===== config.mk =====
export PLATFORM = sky130hd
export DESIGN_NAME = hazard_ctrl
export DESIGN_NICKNAME = d
export VERILOG_FILES = /design/src/rtl/hazard_ctrl.sv
export SDC_FILE = /design/constraint.sdc
export NUM_CORES = 1
export LEC_CHECK = 0
export CELL_PAD_IN_SITES_DETAIL_PLACEMENT = 1
export CELL_PAD_IN_SITES_GLOBAL_PLACEMENT = 1
export CORE_UTILIZATION = 40
export CTS_CLUSTER_SIZE = 30
export DETAILED_ROUTE_END_ITERATION = 8
export PLACE_DENSITY_LB_ADDON = 0.1
export SLEW_MARGIN = 20
export SYNTH_ARGS = -nofsm -noshare
export SYNTH_HDL_FRONTEND = slang
export SYNTH_SLANG_ARGS = --single-unit

===== constraint.sdc =====
create_clock -name clk -period 3.7 [get_ports clk]
set_input_delay 0.74 -clock clk [delete_from_list [all_inputs] [get_ports clk]]
set_output_delay 0.74 -clock clk [all_outputs]
set_load 0.01 [all_outputs]

===== src/rtl/hazard_ctrl.sv =====
// Pipeline hazard controller: load-use bubbles, branch flushes, memory freeze,
// plus saturating performance counters for each kind of disruption.
module hazard_ctrl #(
    parameter int LU_BUBBLES = 1,
    parameter int CNT_W      = 32
) (
    input  logic             clk,
    input  logic             rst,
    input  logic [4:0]       id_rs1,
    input  logic [4:0]       id_rs2,
    input  logic             id_use_rs1,
    input  logic             id_use_rs2,
    input  logic [4:0]       ex_rd,
    input  logic             ex_MemRead,
    input  logic             branch_taken,
    input  logic             dmem_busy,
    input  logic             cnt_clr,
    output logic             pc_write,
    output logic             ifid_write,
    output logic             idex_write,
    output logic             ifid_flush,
    output logic             idex_flush,
    output logic [1:0]       hz_state,
    output logic [CNT_W-1:0] stall_cnt,
    output logic [CNT_W-1:0] flush_cnt,
    output logic [CNT_W-1:0] freeze_cnt
);

    typedef enum logic [1:0] {
        ST_RUN    = 2'd0,
        ST_LU     = 2'd1,
        ST_FREEZE = 2'd2
    } state_e;

    localparam logic [2:0] LU_INIT = 3'(LU_BUBBLES - 1);

    state_e     state_q, state_d;
    state_e     ret_q, ret_d;
    state_e     eff_state;
    logic [2:0] rem_q, rem_d;
    logic       load_use;

    // Counter index: 0 = stall, 1 = flush, 2 = freeze.
    logic [2:0]            cnt_ev;
    logic [2:0][CNT_W-1:0] cnt_q, cnt_d;

    assign load_use = ex_MemRead && (ex_rd != 5'd0) &&
                      ((id_use_rs1 && (ex_rd == id_rs1)) ||
                       (id_use_rs2 && (ex_rd == id_rs2)));

    // Leaving FREEZE resumes the saved state's behaviour in the same cycle.
    assign eff_state = (state_q == ST_FREEZE) ? ret_q : state_q;

    always_comb begin
        state_d    = state_q;
        ret_d      = ret_q;
        rem_d      = rem_q;
        cnt_ev     = 3'b000;
        pc_write   = 1'b1;
        ifid_write = 1'b1;
        idex_write = 1'b1;
        ifid_flush = 1'b0;
        idex_flush = 1'b0;
        if (!rst) begin
            pc_write   = 1'b0;
            ifid_write = 1'b0;
            idex_write = 1'b0;
            ifid_flush = 1'b1;
            idex_flush = 1'b1;
        end else if (dmem_busy) begin
            pc_write   = 1'b0;
            ifid_write = 1'b0;
            idex_write = 1'b0;
            state_d    = ST_FREEZE;
            if (state_q != ST_FREEZE) begin
                ret_d = state_q;
            end
            cnt_ev[2] = 1'b1;
        end else if (branch_taken) begin
            ifid_flush = 1'b1;
            idex_flush = 1'b1;
            state_d    = ST_RUN;
            ret_d      = ST_RUN;
            rem_d      = 3'd0;
            cnt_ev[1]  = 1'b1;
        end else if ((eff_state == ST_LU) || load_use) begin
            pc_write   = 1'b0;
            ifid_write = 1'b0;
            idex_flush = 1'b1;
            cnt_ev[0]  = 1'b1;
            if (eff_state == ST_LU) begin
                if (rem_q <= 3'd1) begin
                    state_d = ST_RUN;
                    rem_d   = 3'd0;
                end else begin
                    state_d = ST_LU;
                    rem_d   = rem_q - 3'd1;
                end
            end else if (LU_BUBBLES > 1) begin
                state_d = ST_LU;
                rem_d   = LU_INIT;
            end else begin
                state_d = ST_RUN;
                rem_d   = 3'd0;
            end
        end else begin
            state_d = ST_RUN;
        end
    end

    // Clear wins over increment; increments stop at all-ones.
    generate
        for (genvar gi = 0; gi < 3; gi++) begin : g_cnt
            assign cnt_d[gi] = cnt_clr ? '0 :
                               (cnt_ev[gi] && (cnt_q[gi] != {CNT_W{1'b1}})) ?
                               cnt_q[gi] + CNT_W'(1) : cnt_q[gi];
        end
    endgenerate

    always_ff @(posedge clk) begin
        if (!rst) begin
            state_q <= ST_RUN;
            ret_q   <= ST_RUN;
            rem_q   <= 3'd0;
            cnt_q   <= '0;
        end else begin
            state_q <= state_d;
            ret_q   <= ret_d;
            rem_q   <= rem_d;
            cnt_q   <= cnt_d;
        end
    end

    assign hz_state   = state_q;
    assign stall_cnt  = cnt_q[0];
    assign flush_cnt  = cnt_q[1];
    assign freeze_cnt = cnt_q[2];

endmodule


==> impl_summary.log <==
INFO  metric die_x = 119 um
INFO  metric drv.max_cap_violation_count = 0
INFO  metric cts-resized-gates = 0
INFO  metric synth_top_cells_by_area = sky130_fd_sc_hd__dfxtp_1 38%, sky130_fd_sc_hd__xnor2_1 6.9%, sky130_fd_sc_hd__nor2_1 4.7%, sky130_fd_sc_hd__nand2_1 3.5%, sky130_fd_sc_hd__nand4_1 3.5%
INFO  metric path_buf_inv = 2
INFO  metric cts_buffers = 9
INFO  metric rsz_0062_raised_after_global_routing = false
INFO  metric min_period = 3.60 ns
INFO  metric detail_route.first_pass.iterations = 4
INFO  metric final_cell_count_no_fill = 944
INFO  metric synth-edff-count = 0
INFO  metric power_density = 313 nW/um^2
INFO  metric mappedNetlistArea = 5430 um^2
INFO  metric netlist.top_cell.by_area = sky130_fd_sc_hd__dfxtp_1
INFO  metric crit_chain = clkdlybuf4s50_1, or4_1, o21ai_2, nor2_1, a21oi_4, and2_1, clkdlybuf4s50_1
INFO  metric place.detailed.instances = 928
INFO  metric grt_pass1_wl = 26700 um
INFO  metric final_core_utilization = 0.539
INFO  metric area_enclosed_by_the_die_boundary = 14000 um^2
INFO  metric grt_use_met2 = 0.402
INFO  metric slowest_delay = 0.56 ns
INFO  metric grt_remaining_overflow = 0
INFO  metric clock.fmax = 278 MHz
INFO  metric synthFlopType = sky130_fd_sc_hd__dfxtp_1
INFO  metric post-route-drc-count = 0
INFO  metric routed_wirelength = 15700 um
INFO  metric fin_worst_skew = 0.00914 ns
INFO  metric synthesized_net_count = 673
INFO  metric initial_core_utilization = 0.410
INFO  metric antenna_left = 0
INFO  metric slew_viol_final = 0
INFO  metric worstPathArrival = 2.86 ns
INFO  metric dp_hpwl = 11300 um
INFO  metric dieHeight = 119 um
INFO  metric cts_hold_repair.buffers = 0
INFO  metric start_kind = input port
INFO  metric tritoncts_clock_tree = yes
INFO  metric clock_tree.buffer_depth = 2
INFO  metric route.vias.total = 5307
INFO  metric grt_busiest_layer = met2
INFO  metric end_kind = output port
INFO  metric route.detailed.wl_per_inst = 16.6 um
INFO  metric timing.slew.headroom = 0.344
INFO  metric synth_seq_cells = 103
INFO  metric number_of_global_route_vias_before_repair = 5441
INFO  metric finalSetupViolations = 0
INFO  metric cts.root.buffer_cell = sky130_fd_sc_hd__clkbuf_16
INFO  metric buffer_ports.inserted = 125
INFO  metric max-vdd-ir-drop = 0.235 mV
INFO  metric tightest_slew = 0.977 ns
INFO  metric areaGrowthSynthToFinish = 31.5%
INFO  metric final-hold-violation-count = 0
INFO  metric layout.nets = 790
INFO  metric slowest_stage = sky130_fd_sc_hd__or4_1
INFO  metric post-cts-setup-buffer-count = 0
INFO  metric multi_input_area = 3150 um^2
INFO  metric core_area = 13200 um^2
INFO  metric clock_sinks = 103
INFO  metric finalSetupTns = 0 ns
INFO  metric asyncSetResetFlopFracSynth = 0
INFO  metric met3_usage = 0.0309
INFO  metric critPathMaxFanout = 2
INFO  metric seqCellArea = 2060 um^2
INFO  metric synth_top_area_frac = 0.380
INFO  metric worstHoldPathType = flop to flop
INFO  metric antenna_fix_cells = 0
INFO  metric fraction_of_the_yosys_area_taken_by_sequential_cells = 0.380
INFO  metric antenna_found_initial = 0
INFO  metric p_leak = 2.17 nW
INFO  metric grt_usage = 0.231
INFO  metric status = finished clean
INFO  metric post_route_cells_drive_above_1_share = 0.0729
INFO  metric crit_required = 2.96 ns
INFO  metric min_period_over_period = 0.974
INFO  metric placement_rows = 42
INFO  metric post_synth_inst_count = 646
INFO  metric grt_max_degree = 57
INFO  metric htree_levels = 3
INFO  metric synthDistinctLibCells = 62
INFO  metric fillers = 1558
INFO  metric ios = 126
INFO  metric avgSynthCellArea = 8.41 um^2
INFO  metric global_route.usage.met1 = 0.292
INFO  metric gp_congestion = 0.783
INFO  metric drt-vias-per-instance = 5.62
INFO  metric first_drt_iteration_drcs = 250
INFO  metric clock_insertion_delay_worst_skew = 0.35 ns
INFO  metric ys.warnings.count = 0
INFO  metric worst_path_most_repeated_cell = sky130_fd_sc_hd__clkdlybuf4s50_1
INFO  metric critical_path.top_delay_family = buffers and inverters
INFO  metric clk_pin_slew_worst_paths = 0.07 ns
INFO  metric setup.worst_path.class = input port to output port
## synthesized netlist by cell type (3+ instances only)
library cell and number:
sky130_fd_sc_hd__buf_6 4, sky130_fd_sc_hd__xnor2_1 43, sky130_fd_sc_hd__or4_1 23, sky130_fd_sc_hd__inv_1 11, sky130_fd_sc_hd__clkbuf_1 15, sky130_fd_sc_hd__nor3b_1 3
sky130_fd_sc_hd__ha_1 4, sky130_fd_sc_hd__mux2i_1 8, sky130_fd_sc_hd__and4_1 11, sky130_fd_sc_hd__nor2b_1 5, sky130_fd_sc_hd__o31ai_1 20, sky130_fd_sc_hd__nand2b_1 8
sky130_fd_sc_hd__nor4_4 3, sky130_fd_sc_hd__and3_1 14, sky130_fd_sc_hd__nor4b_1 6, sky130_fd_sc_hd__nor2_1 68, sky130_fd_sc_hd__nor3_1 22, sky130_fd_sc_hd__and2_1 7
sky130_fd_sc_hd__nand4_1 30, sky130_fd_sc_hd__a21oi_1 35, sky130_fd_sc_hd__buf_2 6, sky130_fd_sc_hd__xor2_1 19, sky130_fd_sc_hd__nor3_2 3, sky130_fd_sc_hd__nand2_1 50
sky130_fd_sc_hd__nor4_1 15, sky130_fd_sc_hd__buf_4 6, sky130_fd_sc_hd__nand3_1 35, sky130_fd_sc_hd__dfxtp_1 103, sky130_fd_sc_hd__or3_1 12, sky130_fd_sc_hd__o21ai_0 17
## logic make-up after synthesis
group,after synthesis,synth area share
XOR/XNOR,62,0.100
AND/OR/NAND/NOR,337,0.357
flip-flops,103,0.380
buffers and inverters,45,0.0424
multiplexers,8,0.0147
adder cells (fa/ha/maj),4,0.00921
AO/OA/AOI/OAI,87,0.0968
## registers in the layout (all words and copies together), names as in the netlist
| signal | flops |
|---|---|
| flush_cnt | 32 |
| freeze_cnt | 32 |
| stall_cnt | 32 |
| rem_q | 3 |
| hz_state | 2 |
| ret_q | 2 |
## final cells by class
| type | instances | area share |
|---|---|---|
| clock buffers | 12 | 0.0331 |
| well taps | 176 | 0.0308 |
| flip-flops and latches | 103 | 0.289 |
| multi-input cells | 498 | 0.441 |
| repair buffers | 139 | 0.190 |
| clock inverters | 4 | 0.00981 |
| inverters | 12 | 0.00631 |
## placed cells by master (no fill, tap or decap), drive strengths merged, types with 2 or more instances in the layout
cell type,n
a31oi,2
dfxtp,103
xor2,19
clkinv,2
nor2,68
nand2,51
or2,3
o21ai,19
clkdlybuf4s50,125
nand2b,8
inv,12
or3b,3
nor3,25
clkbuf,12
buf,14
nor2b,5
o31ai,20
nand4,31
bufinv,2
or4,25
or3,14
nor4,18
and2,7
and3,16
and4,14
nor3b,3
a21oi,36
xnor2,43
nor4b,6
ha,4
mux2i,8
nand3,37
## stage by stage
| step | area (um^2) | hold slack (ns) | setup slack (ns) | total power [mW] |
|---|---|---|---|---|
| after floorplan | 5430 | 0.464 | 0.662 | 1.19 |
| after global placement | 6830 | 0.474 | 0.124 | 1.25 |
| after detailed placement | 6830 | 0.492 | 0.0631 | 1.25 |
| after CTS | 7140 | 0.502 | 0.0404 | 2.27 |
| after global routing | 7140 | 0.530 | 0.0142 | 2.31 |
| final | 7140 | 0.498 | 0.0974 | 2.24 |
## metal layers
metal | up-vias | part of all wire
met2 | 116 | 0.50
met1 | 2592 | 0.46
met3 | 18 | 0.034
li1 | 2581 | -
met5 | - | 0
met4 | 0 | 0.013
## path summary, 6_finish.rpt
check | from | to | slack [ns] | cells past startpoint
setup / recovery | ex_rd[1] | ifid_write | 0.1 | 7
hold / removal | stall_cnt[11] | stall_cnt[11] | 0.50 | 2
setup reg to reg | freeze_cnt[16] | freeze_cnt[30] | 1.19 | 6
hold reg to reg | stall_cnt[11] | stall_cnt[11] | 0.50 | 2
## worst reg2reg max path: cells and delay by family (launching register included)
family | cells | cell delay, ns
XOR/XNOR | 1 | 0.22
AND/OR/NAND/NOR | 5 | 1.70
flip-flops | 1 | 0.47
## report_power, final
group / internal [mW] / switching (mW) / total (mW)
registers: 1.11 / 0.00186 / 1.11
clock network: 0.592 / 0.422 / 1.01
logic: 0.0510 / 0.0609 / 0.112
Power figures use the tool's default switching activity.
